==> config.mk <==
export PLATFORM = sky130hd
export DESIGN_NAME = pipeline_hazard_ctrl
export DESIGN_NICKNAME = d
export VERILOG_FILES = /design/src/rtl/pipeline_hazard_ctrl.sv
export SDC_FILE = /design/constraint.sdc
export NUM_CORES = 1
export LEC_CHECK = 0
export BUFFER_PORTS_ARGS = -buffer_cell sky130_fd_sc_hd__buf_2
export CORE_MARGIN = 5
export CORE_UTILIZATION = 48
export CTS_BUF_LIST = sky130_fd_sc_hd__clkbuf_4
export CTS_CLUSTER_SIZE = 10
export DETAILED_ROUTE_END_ITERATION = 6
export PLACE_DENSITY_LB_ADDON = 0.2
export SETUP_SLACK_MARGIN = 0.1
export SLEW_MARGIN = 10
export SYNTH_ARGS = -nofsm -noshare
export SYNTH_HDL_FRONTEND = slang
export SYNTH_SLANG_ARGS = --single-unit
export TNS_END_PERCENT = 30
==> constraint.sdc <==
create_clock -name clk -period 2.3 [get_ports clk]
set_input_delay 0.23 -clock clk [delete_from_list [all_inputs] [get_ports clk]]
set_output_delay 0.23 -clock clk [all_outputs]
set_load 0.005 [all_outputs]
==> src/rtl/pipeline_hazard_ctrl.sv <==
// pipeline_hazard_ctrl
// --------------------
// Central hazard controller for the 5-stage RV32E pipeline.
//   * Drives enable/flush of the IF/ID, ID/EX, EX/MEM and MEM/WB pipeline
//     registers and the PC enable (combinational, zero latency).
//   * Detects load-use hazards (1-cycle bubble), squashes the two wrong-path
//     instructions on a taken branch, and freezes the pipe while data memory
//     is not ready.
//   * Produces the EX-stage operand forwarding selects
//     (00 = register file, 01 = MEM/WB, 10 = EX/MEM).
//   * A watchdog halts the core after TIMEOUT consecutive memory wait cycles
//     in MEM_WAIT, raising a sticky mem_timeout.
//   * stall_cycles counts cycles in which the PC was held in RUN/MEM_WAIT.
//
// Ports
//   clk, rst (async, active-low)
//   id_*   : source operands of the instruction in ID
//   ex_*   : source/destination operands, load flag and branch result in EX
//   mem_*  : destination register / write flag in MEM, data memory handshake
//   wb_*   : destination register / write flag in WB
//   stall_clear : synchronous clear of stall_cycles
//   *_enable / *_flush : pipeline register controls
//   fwd_a_sel, fwd_b_sel : EX operand forwarding selects
//   mem_timeout : sticky watchdog flag
//   stall_cycles : saturating stall-cycle counter
module pipeline_hazard_ctrl #(
  parameter int TIMEOUT = 255,
  parameter int CNT_W   = 16
) (
  input  logic             clk,
  input  logic             rst,
  input  logic [3:0]       id_rs1_addr,
  input  logic [3:0]       id_rs2_addr,
  input  logic             id_uses_rs1,
  input  logic             id_uses_rs2,
  input  logic [3:0]       ex_rs1_addr,
  input  logic [3:0]       ex_rs2_addr,
  input  logic [3:0]       ex_rd_addr,
  input  logic             ex_mem_read,
  input  logic             ex_branch_taken,
  input  logic [3:0]       mem_rd_addr,
  input  logic             mem_reg_write,
  input  logic [3:0]       wb_rd_addr,
  input  logic             wb_reg_write,
  input  logic             mem_req,
  input  logic             mem_ready,
  input  logic             stall_clear,
  output logic             pc_enable,
  output logic             if_id_enable,
  output logic             if_id_flush,
  output logic             id_ex_enable,
  output logic             id_ex_flush,
  output logic             ex_mem_enable,
  output logic             ex_mem_flush,
  output logic             mem_wb_enable,
  output logic             mem_wb_flush,
  output logic [1:0]       fwd_a_sel,
  output logic [1:0]       fwd_b_sel,
  output logic             mem_timeout,
  output logic [CNT_W-1:0] stall_cycles
);

  localparam int WAIT_W = $clog2(TIMEOUT + 1);
  localparam logic [WAIT_W-1:0] WAIT_LAST = WAIT_W'(TIMEOUT - 1);
  localparam logic [CNT_W-1:0]  CNT_MAX   = {CNT_W{1'b1}};

  typedef enum logic [1:0] {
    ST_INIT     = 2'd0,
    ST_RUN      = 2'd1,
    ST_MEM_WAIT = 2'd2,
    ST_HALT     = 2'd3
  } state_t;

  state_t             state_reg, state_next;
  logic [WAIT_W-1:0]  wait_cnt_reg, wait_cnt_next;
  logic               mem_timeout_reg, mem_timeout_next;
  logic [CNT_W-1:0]   stall_cycles_reg, stall_cycles_next;

  logic lu;
  logic mw;
  logic active;

  // Hazard conditions. A load into x0 never creates a dependency.
  assign lu = ex_mem_read && (ex_rd_addr != 4'd0) &&
              ((id_uses_rs1 && (id_rs1_addr == ex_rd_addr)) ||
               (id_uses_rs2 && (id_rs2_addr == ex_rd_addr)));
  // mem_ready without an outstanding request is meaningless and ignored.
  assign mw     = mem_req && !mem_ready;
  assign active = (state_reg == ST_RUN) || (state_reg == ST_MEM_WAIT);

  // ---------------------------------------------------------------------------
  // Forwarding: one identical selector per EX operand. EX/MEM is the younger
  // producer and therefore wins over MEM/WB; x0 is never forwarded.
  // ---------------------------------------------------------------------------
  logic [3:0] ex_src_addr [2];
  logic [1:0] fwd_sel     [2];

  assign ex_src_addr[0] = ex_rs1_addr;
  assign ex_src_addr[1] = ex_rs2_addr;

  genvar gi;
  generate
    for (gi = 0; gi < 2; gi++) begin : g_fwd
      always_comb begin
        fwd_sel[gi] = 2'b00;
        if (mem_reg_write && (mem_rd_addr != 4'd0) && (mem_rd_addr == ex_src_addr[gi]))
          fwd_sel[gi] = 2'b10;
        else if (wb_reg_write && (wb_rd_addr != 4'd0) && (wb_rd_addr == ex_src_addr[gi]))
          fwd_sel[gi] = 2'b01;
      end
    end
  endgenerate

  assign fwd_a_sel = fwd_sel[0];
  assign fwd_b_sel = fwd_sel[1];

  // ---------------------------------------------------------------------------
  // Pipeline controls. Memory wait dominates: EX is held, so a pending branch
  // or load-use in EX is simply re-evaluated once memory completes.
  // ---------------------------------------------------------------------------
  always_comb begin
    pc_enable     = 1'b0;
    if_id_enable  = 1'b0;
    if_id_flush   = 1'b0;
    id_ex_enable  = 1'b0;
    id_ex_flush   = 1'b0;
    ex_mem_enable = 1'b0;
    ex_mem_flush  = 1'b0;
    mem_wb_enable = 1'b0;
    mem_wb_flush  = 1'b0;
    if (active) begin
      if (mw) begin
        // Front of the pipe frozen; a bubble drains into WB.
        mem_wb_enable = 1'b1;
        mem_wb_flush  = 1'b1;
      end else if (ex_branch_taken) begin
        pc_enable     = 1'b1;
        if_id_enable  = 1'b1;
        id_ex_enable  = 1'b1;
        ex_mem_enable = 1'b1;
        mem_wb_enable = 1'b1;
        if_id_flush   = 1'b1;
        id_ex_flush   = 1'b1;
      end else if (lu) begin
        // Hold IF and ID, insert a bubble into EX while the load advances.
        id_ex_enable  = 1'b1;
        id_ex_flush   = 1'b1;
        ex_mem_enable = 1'b1;
        mem_wb_enable = 1'b1;
      end else begin
        pc_enable     = 1'b1;
        if_id_enable  = 1'b1;
        id_ex_enable  = 1'b1;
        ex_mem_enable = 1'b1;
        mem_wb_enable = 1'b1;
      end
    end
  end

  // ---------------------------------------------------------------------------
  // FSM and watchdog
  // ---------------------------------------------------------------------------
  always_comb begin
    state_next = state_reg;
    unique case (state_reg)
      ST_INIT:     state_next = ST_RUN;
      ST_RUN:      if (mw) state_next = ST_MEM_WAIT;
      ST_MEM_WAIT: begin
        if (!mw)
          state_next = ST_RUN;
        else if (wait_cnt_reg == WAIT_LAST)
          state_next = ST_HALT;
      end
      ST_HALT:     state_next = ST_HALT;
      default:     state_next = ST_INIT;
    endcase
  end

  always_comb begin
    wait_cnt_next = wait_cnt_reg;
    if (!mw)
      wait_cnt_next = '0;
    else if (state_reg == ST_MEM_WAIT)
      wait_cnt_next = wait_cnt_reg + WAIT_W'(1);
  end

  assign mem_timeout_next = mem_timeout_reg ||
                            ((state_next == ST_HALT) && (state_reg != ST_HALT));

  always_comb begin
    stall_cycles_next = stall_cycles_reg;
    if (stall_clear)
      stall_cycles_next = '0;
    else if (active && !pc_enable && (stall_cycles_reg != CNT_MAX))
      stall_cycles_next = stall_cycles_reg + CNT_W'(1);
  end

  always_ff @(posedge clk or negedge rst) begin
    if (!rst) begin
      state_reg        <= ST_INIT;
      wait_cnt_reg     <= '0;
      mem_timeout_reg  <= 1'b0;
      stall_cycles_reg <= '0;
    end else begin
      state_reg        <= state_next;
      wait_cnt_reg     <= wait_cnt_next;
      mem_timeout_reg  <= mem_timeout_next;
      stall_cycles_reg <= stall_cycles_next;
    end
  end

  assign mem_timeout  = mem_timeout_reg;
  assign stall_cycles = stall_cycles_reg;

endmodule

# After elaboration in Yosys (flattened, before gate mapping)
# Cells that the tools add are included.
dict set report totals {
  n_memories 0
  mem_bits_ro 0
  out_inout_bits 30
  in_bits 39
  word_cells 72
  mem_bits_rw 0
  latch_bits 0
  regBits 27
}
dict set report op_classes {
  mux 28
  order_cmp 0
  n_eq_ne 14
  n_div 0
  add_sub_neg 2
  n_mul 0
  n_shift 0
  n_reduce_logical 24
  n_bitwise 0
}
# cell n
set ops {}
lappend ops {{$mux 16} 2}
lappend ops {{$eq 4x4->1} 6}
lappend ops {{$mux 1} 18}
lappend ops {{$add 16x1->16 const B} 1}
lappend ops {{$mux 8} 2}
lappend ops {{$ne 16x16->1 const B} 1}
lappend ops {{$logic_and 1x1->1} 14}
lappend ops {{$reduce_bool 4->1} 3}
lappend ops {{$mux 2} 5}
lappend ops {{$add 8x1->8 const B} 1}
lappend ops {{$eq 8x8->1 const B} 1}
lappend ops {{$pmux 2 s4} 1}
lappend ops {{$eq 2x2->1 const B} 3}
lappend ops {{$logic_or 1x1->1} 3}
lappend ops {{$eq 2x1->1 const B} 1}
lappend ops {{$logic_not 1->1} 2}
lappend ops {{$logic_not 2->1} 1}
lappend ops {{$ne 2x1->1 const B} 1}
lappend ops {{$ne 2x2->1 const B} 1}
lappend ops {{$reduce_bool 2->1} 1}

# Depth between registers and ports, before layout
# Gate-level depths: netlist of run 1.
dict set report logic_depth {
  depth_word 13
  mapped_depth 8
  mapped_depth_nobuf 8
}

# Worst setup path before layout of run 1
# OpenSTA, ideal clock, no wires.
dict set report synth_timing {
  kind {reg2reg}
  startpoint {register stall_cycles_reg[0] (netlist: stall_cycles[0])}
  endpoint {register stall_cycles_reg[10] (netlist: stall_cycles[10])}
  path_buffers 0
  t_arrival_ps 2072
  setup_time_ps 128
  required_time_ps 2172
  stages_incl_launch_ff 8
  period_less_slack_ps 2200
  slack_ps 100
  cell_sequence {dfrtp_1 -> ha_1 -> nand4_1 -> or4_4 -> and2_4 -> and3_1 -> a41oi_1 -> mux2_1}
}
dict set report synth_between {
  elab_chain_len 3
  word_cells_on_any_way 6
  cone_classes {1 x add/sub; 1 x eq/ne; 2 x mux; 2 x reduce/logical}
}
# element line
set synth_lines {}
lappend synth_lines {{start: declaration} 77} ;# logic [CNT_W-1:0] stall_cycles_reg, stall_cycles_next;
lappend synth_lines {{start signal: assignment} 208} ;# stall_cycles_reg <= stall_cycles_next;
lappend synth_lines {{$add 16x1->16 / $ne 16x16->1 (equally long branches)} {195, 194}}
lappend synth_lines {{$mux 16 / $logic_and 1x1->1 (equally long branches)} 194} ;# else if (active && !pc_enable && (stall_cycles_reg != CNT_MAX))
lappend synth_lines {{$mux 16 / $reduce_bool 2->1 (equally long branches)} -}
# Parallel ways exist; a longest one is shown, timed or not. The select of a mux whose other input is x is not followed.
# A chain may end at the register's enable or synchronous reset.

# Final worst setup path of run 1
dict set report layout_timing {
  startpoint {register stall_cycles_reg[1] (netlist: stall_cycles[1])}
  endpoint {register stall_cycles_reg[10] (netlist: stall_cycles[10])}
}
# The elaborated chain is that of the path after synthesis.

==> summary.txt, run 1 <==
Route
  – Via count: slightly below 2k
  – Final wirelength: 5000 µm
  – DRT Pass-1 Iters: 4
  – Final ANT Viol Nets: 0
  – Routed wire per std cell: roughly 14 µm
  – Detail-routed via count per cell: 5.38
  – Drt drc: 0
  – Iter 0 DRT Violations: just under 80

Logic synthesis
  – Synthesized instance count: 239
  – Avg Cell Area, Syn: 8.79 µm²
  – Predominant post-synthesis flop cell: dfrtp_1
  – Sequential share of the synthesized area: between 30% and 40%
  – Post-synth ARST share: 100%
  – Synth top area cells: dfrtp_1 32%, xnor2_1 7.9%, mux2_2 5.9%
  – Area leader, netlist: dfrtp_1
  – #FFs+latches synth: 27
  – EDFF count, synth: 0
  – Yosys cell types: 46
  – Mapped Area: 2100 µm²
  – Most common cell in the netlist: nor2_1
  – Synthesis Warnings: 0
  – Post-synth top area share: 32.2%
  – Syn_nets: about 290
  – Most instantiated cells after synthesis: 31 x nor2_1, 27 x dfrtp_1, 19 x xnor2_1

Pwr
  – Net Sw Power: roughly 0.47 mW
  – PwrDens: 503 nW/µm²
  – VDD IR max: 378 µV
  – Power share of the sequential group: 39.0%
  – Switching Fraction: 35.7%
  – Logic pwr share: 45.4%
  – Power, Total: between 1 and 1.5 mW
  – Clk pwr share: 15.6%
  – Internal power: 0.849 mW
  – Pleak: 1.25 nW

Critical path
  – Crit path largest cell delay: 530 ps
  – WP data arrival: 2340 ps
  – CP Launch Type: register
  – CP Capture Type: register
  – CP Max Fanout: 6
  – Top delay family on crit path: simple AND/OR/NAND/NOR gates
  – CP required: 2510 ps
  – Setup CP Type: reg2reg
  – CP Cell Sequence: ha_2, nand4_1, or4_4, and2_4, and3_1, a41oi_2, mux2_1
  – Worst path slowest cell: or4_4
  – Buf/Inv on CP: 0

Cells and area
  – Finished Cell Area: 2630 µm²
  – Share of cells above drive strength 1: a little over a third
  – Final non-filler cell total: ~360
  – Nets: 358
  – # diodes: 0
  – Layout area overhead: 25.0%
  – Flip-flop count of the largest register after layout: 16

Die
  – Initial Util: between 40% and 50%
  – # IOs: 69
  – Std-Cell Rows: 24
  – Die Y: 76.2 µm
  – CORE AREA: 4290 µm²
  – DIE AREA: approximately 5800 µm²
  – Die X: 76.2 µm

STA
  – Period utilization: 92.7%
  – Final setup vio count: 0
  – Crit path time final: 2130 ps
  – Final Skew: approximately 18 ps
  – Measured slew at the worst slew-check pin: between 600 and 700 ps
  – Worst relative slew slack: between 50% and 60%
  – Final setup TNS: 0 ps
  – Fin. Hold Viols: 0
  – Min Hold Slack: approximately 330 ps
  – Slew Viols, Final: 0
  – Fmax: 469 MHz
  – Unrepaired setup endpoints after global routing: true

Place
  – GPL Wtd Cong: 0.836
  – Post-DP Area: 2520 µm²
  – Hpwl dp: 4000 µm
  – Input/output buffers: 67
  – Cells after DPL: 357

GRT
  – Initial antenna violation count: 0
  – GRT Resource Usage Total: 17.2%
  – Remaining Overflow, GRT: 0
  – Vias in the first global route: between 1.5k and 2k
  – Pin count of the biggest net entering global routing: 32
  – Global-route wire length before repair: approximately 8600 µm

CTS
  – Clock sink total: 27
  – Htree depth: 1
  – Clk root buf: clkbuf_4
  – CTS Buffer Depth: 2
  – CTS tree: built
  – Worst-path clk slew: 160 ps
  – Clk Latency, worst-skew pair: 330 ps
  – Num CTS Buffers: 3

Hold path
  – HP Class: in2reg

Status
  – Outcome: complete, no violations

Run
  – MaxCap Viol Count: 0
cell usage in the layout, fill, tap and decap left out, types with 4 or more instances in the layout:
cell type | synthesis | routed
xnor2_1 | 19 | 19
nand4_1 | 15 | 15
nor3_1 | 4 | 4
buf_2 | 1 | 67
inv_1 | 6 | 5
mux2_2 | 11 | 11
o21ai_0 | 5 | 5
ha_1 | 7 | 5
and3_1 | 6 | 6
xor2_1 | 10 | 10
nor2_1 | 31 | 31
buf_4 | 3 | 10
nand2_1 | 11 | 11
a21oi_1 | 12 | 11
nand3_1 | 9 | 9
dfrtp_1 | 27 | 26
nor2b_1 | 15 | 15
per-layer routing:
layer / global-route usage, % / wire [µm] / share of wire, % / vias to the layer above
li1: - / - / - / 997
met1: 22.3 / 2250 / 45 / 912
met2: 29.9 / 2500 / 50 / 39
met3: 3.78 / 211 / 4.2 / 4
met4: 2.45 / 35 / 0.70 / 0
met5: 0 / 0 / 0 / -
final cells by class:
class                   instances  area (µm²)
inverters                       6        22.5
clock buffers                   3        22.5
well taps                      52        65.1
flip-flops and latches         27         677
multi-input cells             196        1410
clock inverters                 1        5.00
fillers                       416        1670
repair buffers                 78         420
timing repair:
action | in CTS | in global routing
hold endpoints to repair | 27 | 0
setup buffers | 0 | 1
pin swaps | 0 | 2
cloned | 0 | 0
endpoints found under the setup margin | 1 | 8
resized for setup | 1 | 11
hold buffers | 1 | 0
per-stage QoR:
stage / util (%) / worst slack (ps)
2_1_floorplan: - / 100
3_3_place_gp: 58.7 / 173
3_5_place_dp: 58.7 / 103
4_1_cts: 59.6 / 123
5_1_grt: 61.1 / 61.2
6_report: 61.1 / 169
power by group through the flow:
stage               Sequential (mW)  Clock [mW]  Combinational [mW]
floorplan                     0.525           0               0.326
global placement              0.522           0               0.543
detailed placement            0.524           0               0.552
CTS                           0.515       0.221               0.557
global route                  0.519       0.242               0.676
finish                        0.515       0.207               0.599
cells by family after synthesis:
kind of cell / share of synthesized area [%]
buffers and inverters: 3.45
multiplexers: 8.16
XOR/XNOR: 12.1
AND/OR/NAND/NOR: 27.5
AO/OA/AOI/OAI: 12.3
adder cells (fa/ha/maj): 4.17
flip-flops: 32.2
other: 0.179
tightest hold or removal path: stages:
cell and delay, ps:
buf_2 80, nor2b_1 60, o21ai_0 70, a21oi_1 70, nor2_1 80, nor2_1 50
worst paths after layout:
| path | startpoint | endpoint | slack, ps | depth (start not counted) |
|---|---|---|---|---|
| max in group asynchronous | rst | stall_cycles[12]$_DFFE_PN0P_ | 1420 | 2 |
| min in group asynchronous | rst | state_reg[1]$_DFF_PN0_ | 410 | 2 |
| hold / removal | mem_ready | state_reg[1]$_DFF_PN0_ | 330 | 6 |
| setup / recovery | stall_cycles[1]$_DFFE_PN0P_ | stall_cycles[10]$_DFFE_PN0P_ | 170 | 7 |
| setup reg to reg | stall_cycles[1]$_DFFE_PN0P_ | stall_cycles[10]$_DFFE_PN0P_ | 170 | 7 |
| hold reg to reg | mem_timeout$_DFF_PN0_ | mem_timeout$_DFF_PN0_ | 470 | 2 |
(Power assumes the default switching activity.)
==> run 2: changes to the inputs <==
--- a/config.mk
+++ b/config.mk
@@ -7,7 +7,7 @@
 export LEC_CHECK = 0
 export BUFFER_PORTS_ARGS = -buffer_cell sky130_fd_sc_hd__buf_2
 export CORE_MARGIN = 5
-export CORE_UTILIZATION = 48
+export CORE_UTILIZATION = 49
 export CTS_BUF_LIST = sky130_fd_sc_hd__clkbuf_4
 export CTS_CLUSTER_SIZE = 10
 export DETAILED_ROUTE_END_ITERATION = 6
==> constraint.sdc (replaced) <==
create_clock -name clk -period 2.07 [get_ports clk]
set_input_delay 0.207 -clock clk [delete_from_list [all_inputs] [get_ports clk]]
set_output_delay 0.207 -clock clk [all_outputs]
set_load 0.005 [all_outputs]
==> run 2 against run 1 <==
  * Setup slack worse by 120 ps
  * Routed wire length is 5.1% higher
  * Clock-buffer cell count stayed put
  * Power is 14% higher
  * Clock skew is 14 ps lower
  * Sequential power is 11% higher
  * Sequential cell count stayed put
  * Critical path type unchanged
==> summary.txt, run 2 (synthesis gave the netlist of run 1 again) <==
Critical path
  – WP data arrival: 2260 ps
  – CP required: about 2300 ps
  – Crit path largest cell delay: 430 ps
  – CP Cell Sequence: ha_4, nand4_1, or4_4, and2_4, and3_4, a41oi_2, mux2_4
  – Setup CP Type: reg2reg
  – Worst path slowest cell: or4_4
  – CP Launch Type: register
  – CP Max Fanout: 6
  – CP Capture Type: register

Cells and area
  – Final non-filler cell total: 372
  – # diodes: 0
  – Layout area overhead: 31.6%
  – Flip-flop count of the largest register after layout: 16
  – Register area: between 600 and 700 µm²
  – Area of the multi-input gates: approximately 1500 µm²
  – FILL cells: 357
  – Commonest non-fill, non-tap cell in the layout: buf_2
  – Share of cells above drive strength 1: 41.9%
  – Nets: 369
  – Most frequent cells in the layout: 67 x buf_2, 30 x nor2_1, 21 x buf_4

Place
  – Hpwl dp: between 4000 and 5000 µm
  – Cells after DPL: 364
  – Input/output buffers: 67
  – GPL Wtd Cong: between 0.8 and 0.9

Die
  – # IOs: 69
  – Die Y: 75.5 µm
  – DIE AREA: 5700 µm²
  – Initial Util: about half
  – Die X: 75.5 µm
  – Std-Cell Rows: 23
  – CORE AREA: 4090 µm²

STA
  – Period utilization: 97.6%
  – Measured slew at the worst slew-check pin: 624 ps
  – Unrepaired setup endpoints after global routing: true
  – Final setup vio count: 0
  – Final setup TNS: 0 ps
  – Worst relative slew slack: 58.4%
  – Slew Viols, Final: 0
  – Fmax: 495 MHz
  – Crit path time final: 2020 ps
  – Fin. Hold Viols: 0
  – Final Skew: 4.04 ps

CTS
  – Clock sink total: 27
  – Htree depth: 1
  – CTS Buffer Depth: 2
  – Num CTS Buffers: 3
  – CTS tree: built
  – Clk Latency, worst-skew pair: 340 ps
  – Clk root buf: clkbuf_4
  – Worst-path clk slew: 160 ps

Route
  – DRT Pass-1 Iters: 4
  – Detail-routed via count per cell: around 5.5
  – Iter 0 DRT Violations: 63
  – Routed wire per std cell: 14.1 µm
  – Final wirelength: 5260 µm
  – Final ANT Viol Nets: 0
  – Via count: 2,043
  – Drt drc: 0

GRT
  – Initial antenna violation count: 0
  – Remaining Overflow, GRT: 0
  – Pin count of the biggest net entering global routing: 32
  – GRT Resource Usage Total: 19.0%
  – Global-route wire length before repair: 8540 µm
  – Vias in the first global route: 1,915

Pwr
  – PwrDens: 546 nW/µm²
  – Pleak: between 1 and 1.5 nW
  – VDD IR max: between 400 and 500 µV

Status
  – Outcome: complete, no violations

Hold path
  – HP Class: in2reg

Run
  – MaxCap Viol Count: 0
==> run 2: cell types whose count changed in the layout (fill, tap and decap cells not counted), moves of 2 or more <==
cell,delta
buf_4,+11
dfrtp_1,-6
dfrtp_2,+6
mux2_4,+3
mux2_2,-2
nand3_1,-2
nand3_2,+2
==> run 2: repair_timing <==
action / 4_1_cts / 5_1_grt
endpoints found under the setup margin: 10 / 14
resized for setup: 3 / 14
pin swaps: 3 / 9
cloned: 0 / 0
hold buffers: 1 / 0
setup buffers: 3 / 0
endpoints found under the hold margin: 27 / 0
==> run 2: critical path: cells and delay by family (launching register included) <==
kind	cells	cell delay, ps
AO/OA/AOI/OAI	1	160
multiplexers	1	310
adder cells (fa/ha/maj)	1	150
flip-flops	1	420
AND/OR/NAND/NOR	4	880
==> run 2: final timing paths <==
path,from,endpoint,slack [ps],depth (start not counted)
worst max-delay path,stall_cycles[0]$_DFFE_PN0P_,stall_cycles[10]$_DFFE_PN0P_,50,7
worst min-delay path,mem_ready,state_reg[1]$_DFF_PN0_,320,6
worst max register to register,stall_cycles[0]$_DFFE_PN0P_,stall_cycles[10]$_DFFE_PN0P_,50,7
worst min register to register,mem_timeout$_DFF_PN0_,mem_timeout$_DFF_PN0_,480,2
max in group asynchronous,rst,stall_cycles[14]$_DFFE_PN0P_,1230,2
min in group asynchronous,rst,mem_timeout$_DFF_PN0_,390,2
==> run 2: power by group <==
part	internal, mW	total (mW)	switching, mW
Sequential	0.554	0.573	0.0193
Combinational	0.335	0.689	0.354
Clock	0.0741	0.246	0.172
Total	0.963	1.51	0.545
==> run 2: per-layer routing <==
metal / global-route usage (%) / wire length [µm] / part of all wire [%]
met2: 35.8 / 2810 / 53
met3: 3.17 / 227 / 4.3
met1: 23.2 / 2200 / 42
met5: 0 / 0 / 0
met4: 2.72 / 23 / 0.44
==> run 2: layout make-up <==
cell class | instances | area share, %
clock buffer | 3 | 0.815
tap | 50 | 2.26
inverter | 6 | 0.815
clock inverter | 1 | 0.272
timing repair buffer | 89 | 18.2
sequential | 27 | 24.8
multi-input combinational | 196 | 52.9
==> run 2: metrics by stage <==
stage | cell area [µm²] | worst slack, ps | total power, mW | hold WS (ps) | utilization, %
2_1_floorplan | 2160 | 55.6 | 0.992 | -88.6 | -
3_3_place_gp | 2630 | 29.5 | 1.23 | 261 | 64.4
3_5_place_dp | 2630 | -9.41 | 1.24 | 266 | 64.4
4_1_cts | 2710 | 32.1 | 1.50 | 308 | 66.3
5_1_grt | 2760 | -48.6 | 1.62 | 351 | 67.6
6_report | 2760 | 48.8 | 1.51 | 320 | 67.6
